**src/rtl/alu_command_queue_if.sv**
```systemverilog
// Host/controller-facing signal bundle for the ALU command queue.
interface alu_command_queue_if #(
  parameter int unsigned DEPTH = 8
);
  localparam int unsigned CW = $clog2(DEPTH) + 1;

  logic [11:0]   cmd_in;
  logic          cmd_valid;
  logic          cmd_ready;
  logic          flush;
  logic [11:0]   command;
  logic          run;
  logic          done;
  logic          busy;
  logic [CW-1:0] count;
  logic          timeout_err;

  // Host and controller side: drives commands, flush and done.
  modport master (
    output cmd_in, cmd_valid, flush, done,
    input  cmd_ready, command, run, busy, count, timeout_err
  );

  // Queue side.
  modport slave (
    input  cmd_in, cmd_valid, flush, done,
    output cmd_ready, command, run, busy, count, timeout_err
  );
endinterface

```
**src/rtl/alu_command_queue.sv**
```systemverilog
// ALU command queue: FIFO of 12-bit commands issued one at a time to the
// controller with a run strobe, waiting for done, guarded by a watchdog.
module alu_command_queue #(
  parameter int unsigned DEPTH   = 8,
  parameter int unsigned TIMEOUT = 64
) (
  input logic            clk,
  input logic            rst_n,
  alu_command_queue_if.slave bus
);
  localparam int unsigned AW = $clog2(DEPTH);
  localparam int unsigned CW = AW + 1;
  localparam int unsigned TW = $clog2(TIMEOUT);

  localparam logic [1:0] IDLE  = 2'd0;
  localparam logic [1:0] ISSUE = 2'd1;
  localparam logic [1:0] WAIT  = 2'd2;

  logic [1:0]    state_q, state_d;
  logic [TW-1:0] timer_q, timer_d;
  logic [AW-1:0] wr_q, wr_d, rd_q, rd_d;
  logic [CW-1:0] count_q, count_d;
  logic          err_q, err_d, err_set;
  logic          ready_q, run_q, busy_q;
  logic [11:0]   command_q;
  logic [11:0]   mem [DEPTH];
  logic          push, pop;

  // Flush discards any push in the same cycle; a full queue never accepts.
  assign push = bus.cmd_valid && (count_q != CW'(DEPTH)) && !bus.flush;

  // Next-state logic: pop on leaving IDLE, watchdog while waiting for done.
  always_comb begin
    state_d = state_q;
    timer_d = timer_q;
    pop     = 1'b0;
    err_set = 1'b0;
    case (state_q)
      IDLE: begin
        if (count_q != '0) begin
          pop     = 1'b1;
          state_d = ISSUE;
        end
      end
      ISSUE: begin
        timer_d = '0;
        state_d = WAIT;
      end
      WAIT: begin
        if (bus.done) begin
          state_d = IDLE;
        end else if (timer_q == TW'(TIMEOUT - 1)) begin
          err_set = 1'b1;
          state_d = IDLE;
        end else begin
          timer_d = timer_q + TW'(1);
        end
      end
      default: state_d = IDLE;
    endcase
  end

  // FIFO bookkeeping; flush overrides push, pop and the sticky error.
  always_comb begin
    wr_d    = wr_q;
    rd_d    = rd_q;
    count_d = count_q;
    err_d   = err_q | err_set;
    if (push) wr_d = wr_q + AW'(1);
    if (pop)  rd_d = rd_q + AW'(1);
    case ({push, pop})
      2'b10:   count_d = count_q + CW'(1);
      2'b01:   count_d = count_q - CW'(1);
      default: count_d = count_q;
    endcase
    if (bus.flush) begin
      wr_d    = '0;
      rd_d    = '0;
      count_d = '0;
      err_d   = 1'b0;
    end
  end

  // FSM state and watchdog timer.
  always_ff @(posedge clk or negedge rst_n) begin
    if (!rst_n) begin
      state_q <= IDLE;
      timer_q <= '0;
    end else begin
      state_q <= state_d;
      timer_q <= timer_d;
    end
  end

  // Pointers, occupancy and registered outputs.
  always_ff @(posedge clk or negedge rst_n) begin
    if (!rst_n) begin
      wr_q      <= '0;
      rd_q      <= '0;
      count_q   <= '0;
      err_q     <= 1'b0;
      ready_q   <= 1'b1;
      run_q     <= 1'b0;
      busy_q    <= 1'b0;
      command_q <= '0;
    end else begin
      wr_q    <= wr_d;
      rd_q    <= rd_d;
      count_q <= count_d;
      err_q   <= err_d;
      ready_q <= (count_d != CW'(DEPTH));
      run_q   <= (state_d == ISSUE);
      busy_q  <= (state_d != IDLE);
      if (pop) command_q <= mem[rd_q];
    end
  end

  // Storage array; no reset needed since reads are gated by count.
  always_ff @(posedge clk) begin
    if (push) mem[wr_q] <= bus.cmd_in;
  end

  assign bus.cmd_ready   = ready_q;
  assign bus.count       = count_q;
  assign bus.timeout_err = err_q;
  assign bus.run         = run_q;
  assign bus.busy        = busy_q;
  assign bus.command     = command_q;
endmodule

```
**src/flat_wrapper.sv**
```systemverilog
// flat-port wrapper written by rule: the top's interface ports become plain ports
module alu_command_queue_flat 
#(
  parameter int unsigned DEPTH   = 8,
  parameter int unsigned TIMEOUT = 64
)
  (clk, rst_n, bus_cmd_in, bus_cmd_valid, bus_flush, bus_done, bus_cmd_ready, bus_command, bus_run, bus_busy, bus_count, bus_timeout_err);
  alu_command_queue_if #(.DEPTH(DEPTH)) bus_i ();
  input logic clk;
  input logic rst_n;
  input wire logic [$bits(bus_i.cmd_in)-1:0] bus_cmd_in;
  input wire logic [$bits(bus_i.cmd_valid)-1:0] bus_cmd_valid;
  input wire logic [$bits(bus_i.flush)-1:0] bus_flush;
  input wire logic [$bits(bus_i.done)-1:0] bus_done;
  output wire logic [$bits(bus_i.cmd_ready)-1:0] bus_cmd_ready;
  output wire logic [$bits(bus_i.command)-1:0] bus_command;
  output wire logic [$bits(bus_i.run)-1:0] bus_run;
  output wire logic [$bits(bus_i.busy)-1:0] bus_busy;
  output wire logic [$bits(bus_i.count)-1:0] bus_count;
  output wire logic [$bits(bus_i.timeout_err)-1:0] bus_timeout_err;
  assign bus_i.cmd_in = bus_cmd_in;
  assign bus_i.cmd_valid = bus_cmd_valid;
  assign bus_i.flush = bus_flush;
  assign bus_i.done = bus_done;
  assign bus_cmd_ready = bus_i.cmd_ready;
  assign bus_command = bus_i.command;
  assign bus_run = bus_i.run;
  assign bus_busy = bus_i.busy;
  assign bus_count = bus_i.count;
  assign bus_timeout_err = bus_i.timeout_err;
  alu_command_queue #(.DEPTH(DEPTH), .TIMEOUT(TIMEOUT)) u_core (.clk(clk), .rst_n(rst_n), .bus(bus_i));
endmodule
```
**config.mk**
```make
export PLATFORM = sky130hd
export DESIGN_NAME = alu_command_queue_flat
export DESIGN_NICKNAME = d
export VERILOG_FILES = /design/src/rtl/alu_command_queue_if.sv /design/src/rtl/alu_command_queue.sv /design/src/flat_wrapper.sv
export SDC_FILE = /design/constraint.sdc
export NUM_CORES = 1
export LEC_CHECK = 0
export BUFFER_PORTS_ARGS = -buffer_cell sky130_fd_sc_hd__buf_2
export CAP_MARGIN = 20
export CORE_MARGIN = 2
export CORE_UTILIZATION = 39
export DETAILED_ROUTE_END_ITERATION = 7
export PLACE_DENSITY = 0.68
export SETUP_SLACK_MARGIN = 0.05
export SYNTH_ARGS = -nofsm -noshare
export SYNTH_HDL_FRONTEND = slang
export SYNTH_SLANG_ARGS = --single-unit
```
**constraint.sdc**
```tcl
create_clock -name clk -period 2.7 [get_ports clk]
set_input_delay 0.135 -clock clk [delete_from_list [all_inputs] [get_ports clk]]
set_output_delay 0.135 -clock clk [all_outputs]
set_load 0.005 [all_outputs]
```
==> impl_metrics.toml <==
[placement]
port_buffers = 36
gp_congestion = 0.8038
dp_worst_setup_slack_ns = 0.03414
post-dp-hpwl_um = 5924

[final_layout]
drive_gt1_share_pct = 30.65
final_nets = 408
final_common_cell = "edfxtp_1"
syn_to_final_growth_pct = 24.26
mostFrequentLayoutCells = "edfxtp_1, buf_2, dfrtp_1"
num_antenna_cells = 0

[cts]
insertion_delay_ns = 0.41
postCtsSetupBuffers = 0
cts_max_level = 4
cts_root_buf = "clkbuf_16"
clock-sinks = 130
cts_tree = "done"
cts.path.max_buffers = 2
cts.clk_slew.worst_paths_ns = 0.06
cts_made_buffers = 17

[sta]
finalSetupViolCount = 0
fin_ws_ns = 0.1588
rsz0062_at_grt = "no"
tightest_slew_ns = 0.9008
fin_crit_sh_pct = 94.12
fmax_mhz = 393.5
fin_skew_ns = 0.007907
period_needed_ns = 2.541
tns_ns = 0
hold_viol_final = 0
drv_slew = 0
slew_headroom_pct = 39.94
holdWs_ns = 0.01700

[worst_setup_path]
start_kind = "register"
cp.arrival_ns = 2.89
critPathKind = "reg2reg"
r2r_cells = 8
path_delay_family = "simple AND/OR/NAND/NOR gates"
cp_common_cell = "or4b_4"
crit_required_ns = 3.04
crit_slowest_cell = "or4b_4"
cp.depth = 8
crit_chain = "or4b_4 -> nand2_4 -> or2_4 -> ha_4 -> or4b_4 -> and3_4 -> a221oi_4 -> a2111o_1"
r2r-start = "u_core.bus.count[2]$_DFF_PN0_"
slowest_delay_ns = 0.59
worstPathMaxFanout = 6
cp_num_buf_inv = 0
reg2reg_slack_ns = 0.16
cp-end-kind = "register"
reg2reg_to = "u_core.bus.cmd_ready$_DFF_PN1_"

[pwr]
p_clk_share_pct = 36.5
p_int_mw = 4.894
fin_total_pwr_mw = 6.780
peakVddDrop_mv = 0.5118
switchingPower_mw = 1.886
swShare_pct = 27.82
powerDensity_nw_per_um2 = 1031
power_frac_seq_pct = 37.0
p_comb_share_pct = 26.5
p_leak_nw = 2.430

[synth]
ys_warn_count = 0
async_reset_ff_share_pct = 26.15
syn_nets = 340
synth_edf_count = 96
netlist_instances = 317
syn_area_um2 = 5293
synthDistinctLibCells = 46
synth-main-ff-cell = "edfxtp_1"
synth-seq-cells = 130
ys_seq_area_share_pct = 70.57
synth.avg_cell_area_um2 = 16.70

[drt]
drc = 0
avgRoutedWirePerCell_um = 17.46
vias = 2938
ant_nets = 0
via_per_inst = 5.118
postRouteWirelength_um = 10020
dr.first_iter.drc_count = 158
firstDrtPassIters = 4

[die]
dieArea_um2 = 14520
chipWidth_um = 120.5
rows = 42
io_pins = 37
start_util_pct = 39.97
fp.coreArea_um2 = 13240
die_y_um = 120.5

[global_routing]
grt_max_degree = 35
grt_pass1_wl_um = 15970
overflow = 0
grt_usage_pct = 15.00
grt_pass1_vias = 2984
antenna_found_initial = 1

[hold_path]
holdPathStages = 1
hold_class = "in2reg"
hold_path_startpoint = "bus_cmd_in[3]"
min_to = "u_core.mem[1][3]$_DFFE_PP_"

[outcome]
status = "completed"

[job]
cap_violations = 0
==> cells in the mapped netlist (all sizes together) (3+ instances only) <==
master | number | area share, %
xor2 | 5 | 0.83
mux4 | 24 | 10
nor2b | 3 | 0.35
a21oi | 5 | 0.47
mux2i | 16 | 3.0
nor3 | 6 | 0.57
nand2 | 23 | 1.6
clkbuf | 7 | 0.52
o21ai | 14 | 1.3
inv | 6 | 0.43
nand2b | 7 | 0.83
dfrtp | 33 | 16
nor2 | 21 | 1.5
buf | 8 | 0.92
nand3 | 4 | 0.38
ha | 6 | 1.4
edfxtp | 96 | 54
==> metal layers <==
| metal | GRT usage [%] | part of all wire [%] | wire length, um | vias to the layer above |
|---|---|---|---|---|
| met5 | 0 | 0.11 | 11 | - |
| li1 | - | - | - | 1363 |
| met1 | 17.71 | 42 | 4219 | 1500 |
| met2 | 25.78 | 52 | 5228 | 55 |
| met4 | 6.759 | 1.7 | 172 | 2 |
| met3 | 3.868 | 3.9 | 389 | 18 |
==> state kept, by name (all words and copies together), names as in the netlist <==
signal / count
u_core.bus.run: 1
u_core.timer_q: 6
u_core.bus.cmd_ready: 1
u_core.bus.timeout_err: 1
u_core.bus.count: 4
u_core.bus.command: 12
u_core.wr_q: 3
u_core.mem: 96
u_core.bus.busy: 1
u_core.state_q: 2
u_core.rd_q: 3
==> worst max-delay path by stage <==
stage | startpoint | end | slack [ns]
final | u_core.bus.count[2]$_DFF_PN0_ | u_core.bus.cmd_ready$_DFF_PN1_ | 0.16
after global routing | u_core.bus.count[2]$_DFF_PN0_ | u_core.bus.cmd_ready$_DFF_PN1_ | 0.06
after CTS | u_core.bus.count[0]$_DFF_PN0_ | u_core.bus.cmd_ready$_DFF_PN1_ | 0.07
after detailed placement | u_core.bus.count[0]$_DFF_PN0_ | u_core.bus.cmd_ready$_DFF_PN1_ | 0.03
after global placement | u_core.bus.count[0]$_DFF_PN0_ | u_core.bus.cmd_ready$_DFF_PN1_ | 0.14
after floorplan | u_core.bus.count[1]$_DFF_PN0_ | u_core.bus.cmd_ready$_DFF_PN1_ | 0.05
==> power by group through the flow <==
stage | sequential [mW] | clock, mW | combinational (mW)
2_1_floorplan | 2.55 | 0 | 1.26
3_3_place_gp | 2.54 | 0 | 1.69
3_5_place_dp | 2.55 | 0 | 1.73
4_1_cts | 2.51 | 2.51 | 1.77
5_1_grt | 2.54 | 2.59 | 2.01
6_report | 2.51 | 2.47 | 1.80
==> logic make-up after synthesis <==
family | after synthesis | synth area share (%)
buf+inv | 21 | 1.867
fa+ha+maj | 6 | 1.418
simple gates | 78 | 7.447
mux | 40 | 13.24
compound gates | 35 | 4.302
xor+xnor | 7 | 1.158
flops | 130 | 70.57
==> cell type report <==
type	instances	area (um2)
Fill cell	1114	6666
Sequential cell	130	3735
Multi-Input combinational cell	166	1516
Timing Repair Buffer	64	430.4
Clock buffer	17	425.4
Clock inverter	15	226.5
Tap cell	176	220.2
Inverter	6	22.52
==> stage by stage <==
| stage | area (um2) | util [%] | std cells |
|---|---|---|---|
| floorplan | 5325 | - | 317 |
| global placement | 5773 | 43.59 | 531 |
| detailed placement | 5773 | 43.59 | 531 |
| CTS | 6545 | 49.42 | 574 |
| global route | 6576 | 49.66 | 574 |
| finish | 6576 | 49.66 | 574 |
==> timing repair <==
| action | 4_1_cts | 5_1_grt |
|---|---|---|
| pin swaps | 0 | 6 |
| hold buffers | 11 | 0 |
| endpoints found under the hold margin | 107 | 0 |
| gates resized for setup | 1 | 7 |
| setup endpoints to repair | 1 | 2 |
Power figures use the tool's default switching activity.
